**src/rtl/k_alu_seq.sv**
```systemverilog
// Multi-cycle K ALU with valid/ready handshakes and registered status flags.
// MUL uses shift-add and DIVU/REMU use restoring division, each taking WIDTH iterations.
module k_alu_seq #(
  parameter int unsigned WIDTH = 32
) (
  input  logic             clk,
  input  logic             rst,
  input  logic             in_valid,
  output logic             in_ready,
  input  logic [WIDTH-1:0] a,
  input  logic [WIDTH-1:0] b,
  input  logic [3:0]       sel,
  output logic             out_valid,
  input  logic             out_ready,
  output logic [WIDTH-1:0] res,
  output logic             zero,
  output logic             neg,
  output logic             carry,
  output logic             ovf,
  output logic             div0
);

  localparam int unsigned SHW = $clog2(WIDTH);
  localparam logic [SHW-1:0] CntLast = SHW'(WIDTH - 1);

  localparam logic [3:0] OpAdd  = 4'd0;
  localparam logic [3:0] OpSub  = 4'd1;
  localparam logic [3:0] OpAnd  = 4'd2;
  localparam logic [3:0] OpOr   = 4'd3;
  localparam logic [3:0] OpXor  = 4'd4;
  localparam logic [3:0] OpNor  = 4'd5;
  localparam logic [3:0] OpSll  = 4'd6;
  localparam logic [3:0] OpSrl  = 4'd7;
  localparam logic [3:0] OpSra  = 4'd8;
  localparam logic [3:0] OpSlt  = 4'd9;
  localparam logic [3:0] OpSltu = 4'd10;
  localparam logic [3:0] OpNot  = 4'd11;
  localparam logic [3:0] OpPass = 4'd12;
  localparam logic [3:0] OpMul  = 4'd13;
  localparam logic [3:0] OpDivu = 4'd14;

  typedef enum logic [1:0] {StIdle, StBusy, StDone} state_e;

  state_e           state_q, state_d;
  logic [3:0]       op_q, op_d;
  logic [SHW-1:0]   cnt_q, cnt_d;
  logic [WIDTH-1:0] x_q, x_d;     // multiplicand (shifting) or divisor
  logic [WIDTH-1:0] y_q, y_d;     // multiplier (shifting) or dividend/quotient
  logic [WIDTH-1:0] acc_q, acc_d; // product or partial remainder
  logic [WIDTH-1:0] res_q, res_d;
  logic zero_q, zero_d, neg_q, neg_d, carry_q, carry_d, ovf_q, ovf_d, div0_q, div0_d;

  // Single-cycle datapath on the live inputs, used only at accept
  logic [WIDTH:0]   sum, dif;
  logic [SHW-1:0]   shamt;
  logic [WIDTH-1:0] alu_res;
  logic             alu_c, alu_v;

  assign sum   = {1'b0, a} + {1'b0, b};
  assign dif   = {1'b0, a} - {1'b0, b};
  assign shamt = b[SHW-1:0];

  always_comb begin
    alu_res = '0;
    alu_c   = 1'b0;
    alu_v   = 1'b0;
    case (sel)
      OpAdd: begin
        alu_res = sum[WIDTH-1:0];
        alu_c   = sum[WIDTH];
        alu_v   = (a[WIDTH-1] == b[WIDTH-1]) && (sum[WIDTH-1] != a[WIDTH-1]);
      end
      OpSub: begin
        alu_res = dif[WIDTH-1:0];
        alu_c   = dif[WIDTH];
        alu_v   = (a[WIDTH-1] != b[WIDTH-1]) && (dif[WIDTH-1] != a[WIDTH-1]);
      end
      OpAnd:  alu_res = a & b;
      OpOr:   alu_res = a | b;
      OpXor:  alu_res = a ^ b;
      OpNor:  alu_res = ~(a | b);
      OpSll:  alu_res = a << shamt;
      OpSrl:  alu_res = a >> shamt;
      OpSra:  alu_res = $unsigned($signed(a) >>> shamt);
      OpSlt:  alu_res = {{(WIDTH-1){1'b0}}, $signed(a) < $signed(b)};
      OpSltu: alu_res = {{(WIDTH-1){1'b0}}, a < b};
      OpNot:  alu_res = ~a;
      OpPass: alu_res = b;
      default: alu_res = '0;
    endcase
  end

  // Iteration step. With a zero divisor every trial fits, which naturally yields
  // an all-ones quotient and a remainder equal to the dividend.
  logic [WIDTH:0]   trial, trial_sub;
  logic             fits;
  logic [WIDTH-1:0] rem_nx, quo_nx, mul_nx;

  assign trial     = {acc_q, y_q[WIDTH-1]};
  assign trial_sub = trial - {1'b0, x_q};
  assign fits      = trial >= {1'b0, x_q};
  assign rem_nx    = fits ? trial_sub[WIDTH-1:0] : trial[WIDTH-1:0];
  assign quo_nx    = {y_q[WIDTH-2:0], fits};
  assign mul_nx    = acc_q + (y_q[0] ? x_q : '0);

  always_comb begin
    state_d = state_q;
    op_d    = op_q;
    cnt_d   = cnt_q;
    x_d     = x_q;
    y_d     = y_q;
    acc_d   = acc_q;
    res_d   = res_q;
    carry_d = carry_q;
    ovf_d   = ovf_q;
    div0_d  = div0_q;
    unique case (state_q)
      StIdle: begin
        if (in_valid) begin
          op_d  = sel;
          cnt_d = '0;
          if (sel >= OpMul) begin
            state_d = StBusy;
            acc_d   = '0;
            x_d     = (sel == OpMul) ? a : b;
            y_d     = (sel == OpMul) ? b : a;
          end else begin
            state_d = StDone;
            res_d   = alu_res;
            carry_d = alu_c;
            ovf_d   = alu_v;
            div0_d  = 1'b0;
          end
        end
      end
      StBusy: begin
        cnt_d = cnt_q + SHW'(1);
        if (op_q == OpMul) begin
          acc_d = mul_nx;
          x_d   = x_q << 1;
          y_d   = y_q >> 1;
        end else begin
          acc_d = rem_nx;
          y_d   = quo_nx;
        end
        if (cnt_q == CntLast) begin
          state_d = StDone;
          carry_d = 1'b0;
          ovf_d   = 1'b0;
          if (op_q == OpMul) begin
            res_d = mul_nx;
          end else begin
            res_d = (op_q == OpDivu) ? quo_nx : rem_nx;
          end
          div0_d = (op_q != OpMul) && (x_q == '0);
        end
      end
      StDone: begin
        if (out_ready) state_d = StIdle;
      end
      default: state_d = StIdle;
    endcase
    zero_d = (res_d == '0);
    neg_d  = res_d[WIDTH-1];
  end

  always_ff @(posedge clk) begin
    if (rst) begin
      state_q <= StIdle;
      op_q    <= '0;
      cnt_q   <= '0;
      x_q     <= '0;
      y_q     <= '0;
      acc_q   <= '0;
      res_q   <= '0;
      zero_q  <= 1'b0;
      neg_q   <= 1'b0;
      carry_q <= 1'b0;
      ovf_q   <= 1'b0;
      div0_q  <= 1'b0;
    end else begin
      state_q <= state_d;
      op_q    <= op_d;
      cnt_q   <= cnt_d;
      x_q     <= x_d;
      y_q     <= y_d;
      acc_q   <= acc_d;
      res_q   <= res_d;
      zero_q  <= zero_d;
      neg_q   <= neg_d;
      carry_q <= carry_d;
      ovf_q   <= ovf_d;
      div0_q  <= div0_d;
    end
  end

  assign in_ready  = (state_q == StIdle) && !rst;
  assign out_valid = (state_q == StDone);
  assign res       = res_q;
  assign zero      = zero_q;
  assign neg       = neg_q;
  assign carry     = carry_q;
  assign ovf       = ovf_q;
  assign div0      = div0_q;

endmodule

```
**config.mk**
```make
export PLATFORM = sky130hd
export DESIGN_NAME = k_alu_seq
export DESIGN_NICKNAME = d
export VERILOG_FILES = /design/src/rtl/k_alu_seq.sv
export SDC_FILE = /design/constraint.sdc
export NUM_CORES = 1
export LEC_CHECK = 0
export ABC_AREA = 1
export CAP_MARGIN = 20
export CORE_MARGIN = 4
export CORE_UTILIZATION = 39
export CTS_BUF_LIST = sky130_fd_sc_hd__clkbuf_8
export CTS_CLUSTER_DIAMETER = 50
export DETAILED_ROUTE_END_ITERATION = 16
export PLACE_DENSITY_LB_ADDON = 0.15
export SETUP_SLACK_MARGIN = 0.1
export SYNTH_ARGS = -nofsm -noshare
export SYNTH_HDL_FRONTEND = slang
export SYNTH_SLANG_ARGS = --single-unit
export TNS_END_PERCENT = 100
```
**constraint.sdc**
```tcl
create_clock -name clk -period 3.49 [get_ports clk]
set_input_delay 0.349 -clock clk [delete_from_list [all_inputs] [get_ports clk]]
set_output_delay 0.349 -clock clk [all_outputs]
set_load 0.02 [all_outputs]
```
==> metrics.txt <==
# TYPE chip_impl_metric gauge
chip_impl_info{name="status",value="completed"} 1
chip_impl_info{name="cp-start-kind",value="input pin"} 1
chip_impl_info{name="worst_hold_startpoint",value="rst"} 1
chip_impl_metric{name="async_flop_share",unit="%"} 0
chip_impl_info{name="synth.top_cells.by_area",value="nand2_1 21%, nand3_1 12%, dfxtp_1 12%, ha_1 9.1%, inv_1 8.9%"} 1
chip_impl_metric{name="p_leak",unit="nW"} 17.7
chip_impl_metric{name="worst_setup_slack_for_register_to_register_paths",unit="ns"} 0.19
chip_impl_metric{name="worst_ir_drop_vdd",unit="µV"} 215
chip_impl_metric{name="largest_net_degree_at_the_start_of_global_routing",unit=""} 115
chip_impl_metric{name="synth.yosys.warnings",unit=""} 0
chip_impl_metric{name="synth_sequential_area_ratio",unit="%"} 11.9
chip_impl_metric{name="worstPathArrival",unit="ns"} 3.76
chip_impl_metric{name="gp_routability_congestion",unit=""} 1.13
chip_impl_metric{name="initial_utilization",unit="%"} 39.6
chip_impl_metric{name="timing.clock.skew",unit="ns"} 0.0136
chip_impl_metric{name="setup_viols_final",unit=""} 0
chip_impl_metric{name="ctsHtreeMaxLevel",unit=""} 4
chip_impl_info{name="most-common-layout-cells",value="1331 x nand2_1, 989 x buf_4, 571 x nand3_1"} 1
chip_impl_metric{name="port_buffers",unit=""} 110
chip_impl_metric{name="clock_sinks",unit=""} 143
chip_impl_metric{name="gr-total-overflow",unit=""} 0
chip_impl_info{name="timing.setup.critical_path_class",value="input pin to flop"} 1
chip_impl_info{name="reg2reg_to",value="zero$_SDFF_PP0_"} 1
chip_impl_metric{name="num_vias",unit=""} 35475
chip_impl_info{name="hold_path_class",value="input pin to flop"} 1
chip_impl_metric{name="synth_enable_flop_cells",unit=""} 0
chip_impl_metric{name="synthesis.area_per_instance",unit="µm²"} 5.34
chip_impl_metric{name="post_cts_hold_buffer_count",unit=""} 0
chip_impl_metric{name="detail_route.iter0.violations",unit=""} 3855
chip_impl_info{name="layout_commonest_cell",value="nand2_1"} 1
chip_impl_info{name="yosys_most_used_dff",value="dfxtp_1"} 1
chip_impl_metric{name="dpl.hpwl",unit="µm"} 127000
chip_impl_metric{name="die_area",unit="mm²"} 0.0657
chip_impl_metric{name="first_global_vias",unit=""} 32950
chip_impl_metric{name="final_layout_size_suffix_gt1_share",unit="%"} 23.8
chip_impl_metric{name="cts_bufs_inserted",unit=""} 17
chip_impl_metric{name="setup_slack",unit="ns"} 0.180
chip_impl_metric{name="floorplan.core_area",unit="mm²"} 0.0607
chip_impl_metric{name="synth.lib_cells_used.distinct",unit=""} 55
chip_impl_metric{name="grt_use_total",unit="%"} 43.9
chip_impl_metric{name="postSynthNetCount",unit=""} 4753
chip_impl_metric{name="std_cell_rows",unit=""} 90
chip_impl_metric{name="die_span_y",unit="µm"} 256
chip_impl_metric{name="fmax",unit="MHz"} 302
chip_impl_metric{name="antenna_violations_before_repair",unit=""} 3
chip_impl_metric{name="fin_util",unit="%"} 57.2
chip_impl_metric{name="worstHoldPathCells",unit=""} 2
chip_impl_metric{name="hold_violations",unit=""} 0
chip_impl_metric{name="floorplan.io_pins",unit=""} 111
chip_impl_metric{name="area.growth.synth_to_final",unit="%"} 44.4
chip_impl_info{name="grt_setup_unrepaired",value="no"} 1
chip_impl_metric{name="power_density",unit="mW/mm²"} 272
chip_impl_metric{name="final_antenna_net_count",unit=""} 0
chip_impl_info{name="timing.critical_path.to_type",value="flop"} 1
chip_impl_metric{name="syn-instance-count",unit=""} 4503
chip_impl_metric{name="route.detailed.wl_per_inst",unit="µm"} 24.5
chip_impl_metric{name="worstSkewPairLatency",unit="ns"} 0.51
chip_impl_info{name="rr_startpoint",value="y_q[0]$_SDFFE_PP0P_"} 1
chip_impl_metric{name="slew_headroom",unit="%"} 28.4
chip_impl_metric{name="cts_buffer_depth",unit=""} 2
chip_impl_info{name="worstHoldEndpoint",value="res[2]$_SDFF_PP0_"} 1
chip_impl_metric{name="synth_area",unit="mm²"} 0.0240
chip_impl_metric{name="layout_worst_path_cycle_share",unit="%"} 94.9
chip_impl_metric{name="grt_first_pass_wirelength",unit="µm"} 216000
chip_impl_info{name="cts_tree",value="yes"} 1
chip_impl_metric{name="wire_length_after_detailed_routing",unit="µm"} 153000
chip_impl_info{name="synth_top_cell_by_area",value="nand2_1"} 1
chip_impl_metric{name="clkTransAtPathRegs",unit="ns"} 0.10
chip_impl_metric{name="layout.nets",unit=""} 5694
chip_impl_metric{name="drt-vias-per-instance",unit=""} 5.68
chip_impl_metric{name="cp_max_fo",unit=""} 5
chip_impl_metric{name="yosys_register_bits",unit=""} 143
chip_impl_metric{name="final-max-slew-violation-count",unit=""} 0
chip_impl_metric{name="place_worst_setup_slack",unit="ns"} -0.724
chip_impl_metric{name="max-cap-violations",unit=""} 0
chip_impl_metric{name="ff2ff_path_depth",unit=""} 21
chip_impl_info{name="root_buffer",value="clkbuf_8"} 1
chip_impl_metric{name="synth_top_area_share",unit="%"} 21.2
chip_impl_metric{name="worst_pin_slew",unit="ns"} 1.07
chip_impl_metric{name="first_pass_iters",unit=""} 9
chip_impl_metric{name="die_x",unit="µm"} 256
chip_impl_metric{name="crit_required",unit="ns"} 3.94
chip_impl_metric{name="drcViolationCount",unit=""} 0
chip_impl_metric{name="finalWorstPathRequiredPeriod",unit="ns"} 3.31
==> layout make-up <==
class / instances / area (µm²)
fill: 6461 / 26000
multi-input combinational: 3566 / 19200
timing repair buffer: 1130 / 9110
sequential: 143 / 2870
inverter: 586 / 2200
tap: 782 / 978
clock buffer: 17 / 234
clock inverter: 15 / 139
antenna: 2 / 5.00
==> Yosys cell counts (all sizes together) (74+ instances only) <==
library cell	n
nand4	77
dfxtp	143
nor2	425
buf	74
clkbuf	134
a21oi	291
o21ai	225
a211oi	96
nand2	1364
o211ai	90
ha	174
nand3	594
inv	579
==> report_power, final <==
group | switching [mW] | leakage (nW) | internal, mW
Clock | 0.783 | 0.186 | 0.570
Sequential | 0.193 | 1.17 | 1.78
Combinational | 3.68 | 16.3 | 2.44
Total | 4.66 | 17.7 | 4.79
==> worst max-delay path by stage <==
stage,start,end,slack (ns),cells after the start
after floorplan,b[3],zero$_SDFF_PP0_,0.42,27
after global placement,a[7],zero$_SDFF_PP0_,-0.73,21
after detailed placement,a[7],zero$_SDFF_PP0_,-0.72,21
after CTS,b[0],zero$_SDFF_PP0_,0.10,22
after global routing,y_q[0]$_SDFFE_PP0P_,zero$_SDFF_PP0_,0.06,25
final,sel[1],zero$_SDFF_PP0_,0.18,22
==> per-layer routing <==
metal	vias to the layer above	share of wire, %	global-route usage, %
met3	575	8.4	7.57
met1	16282	37	50.8
met4	2	11	36.9
met2	1864	44	70.8
met5	-	0.0079	0
li1	16752	-	-
==> registers in the layout, indices dropped and copies added, names as in the netlist <==
register / flops
acc_q: 32
carry: 1
cnt_q: 5
div0: 1
op_q: 4
ovf: 1
res: 32
state_q: 2
x_q: 32
y_q: 32
zero: 1
==> cell families after synthesis <==
logic type	synth area share [%]
AOI/OAI and AO/OA	19.7
xor gates and xnor gates	0.875
adders and majority gates	9.39
buffers and inverters	12.8
DFF	11.9
and+or+nand+nor	45.3
==> critical path: stages <==
cell and delay [ns]:
clkdlybuf4s50_1 0.47, buf_4 0.18, nor2_2 0.07, nand2_1 0.27
inv_1 0.26, buf_4 0.24, buf_4 0.19, nand2_1 0.07
nand3_1 0.08, a21oi_1 0.16, nand3_1 0.09, nor2_1 0.15
nand4_1 0.31, nand2_1 0.17, nand2_1 0.06, nand2_1 0.09
nand3_1 0.06, nor2_1 0.10, nand2_1 0.08, nor2_4 0.15
nand2_1 0.08, nor2_2 0.07
==> per-stage QoR <==
stage / TNS (ns) / cells / cell area, µm² / power [mW] / hold WS (ns)
floorplan: 0 / 4503 / 24000 / 4.69 / 0.441
global placement: -5.34 / 6199 / 33200 / 7.70 / 0.453
detailed placement: -5.33 / 6200 / 33200 / 7.70 / 0.460
CTS: 0 / 6232 / 33700 / 9.08 / 0.205
global route: 0 / 6239 / 34700 / 9.92 / 0.235
finish: 0 / 6241 / 34700 / 9.45 / 0.225
==> repair_timing <==
action / 4_1_cts / 5_1_grt
setup endpoints to repair: 1 / 8
gates resized for setup: 32 / 235
pin swaps: 1 / 32
setup buffers: 0 / 7
Power figures use the tool's default switching activity.
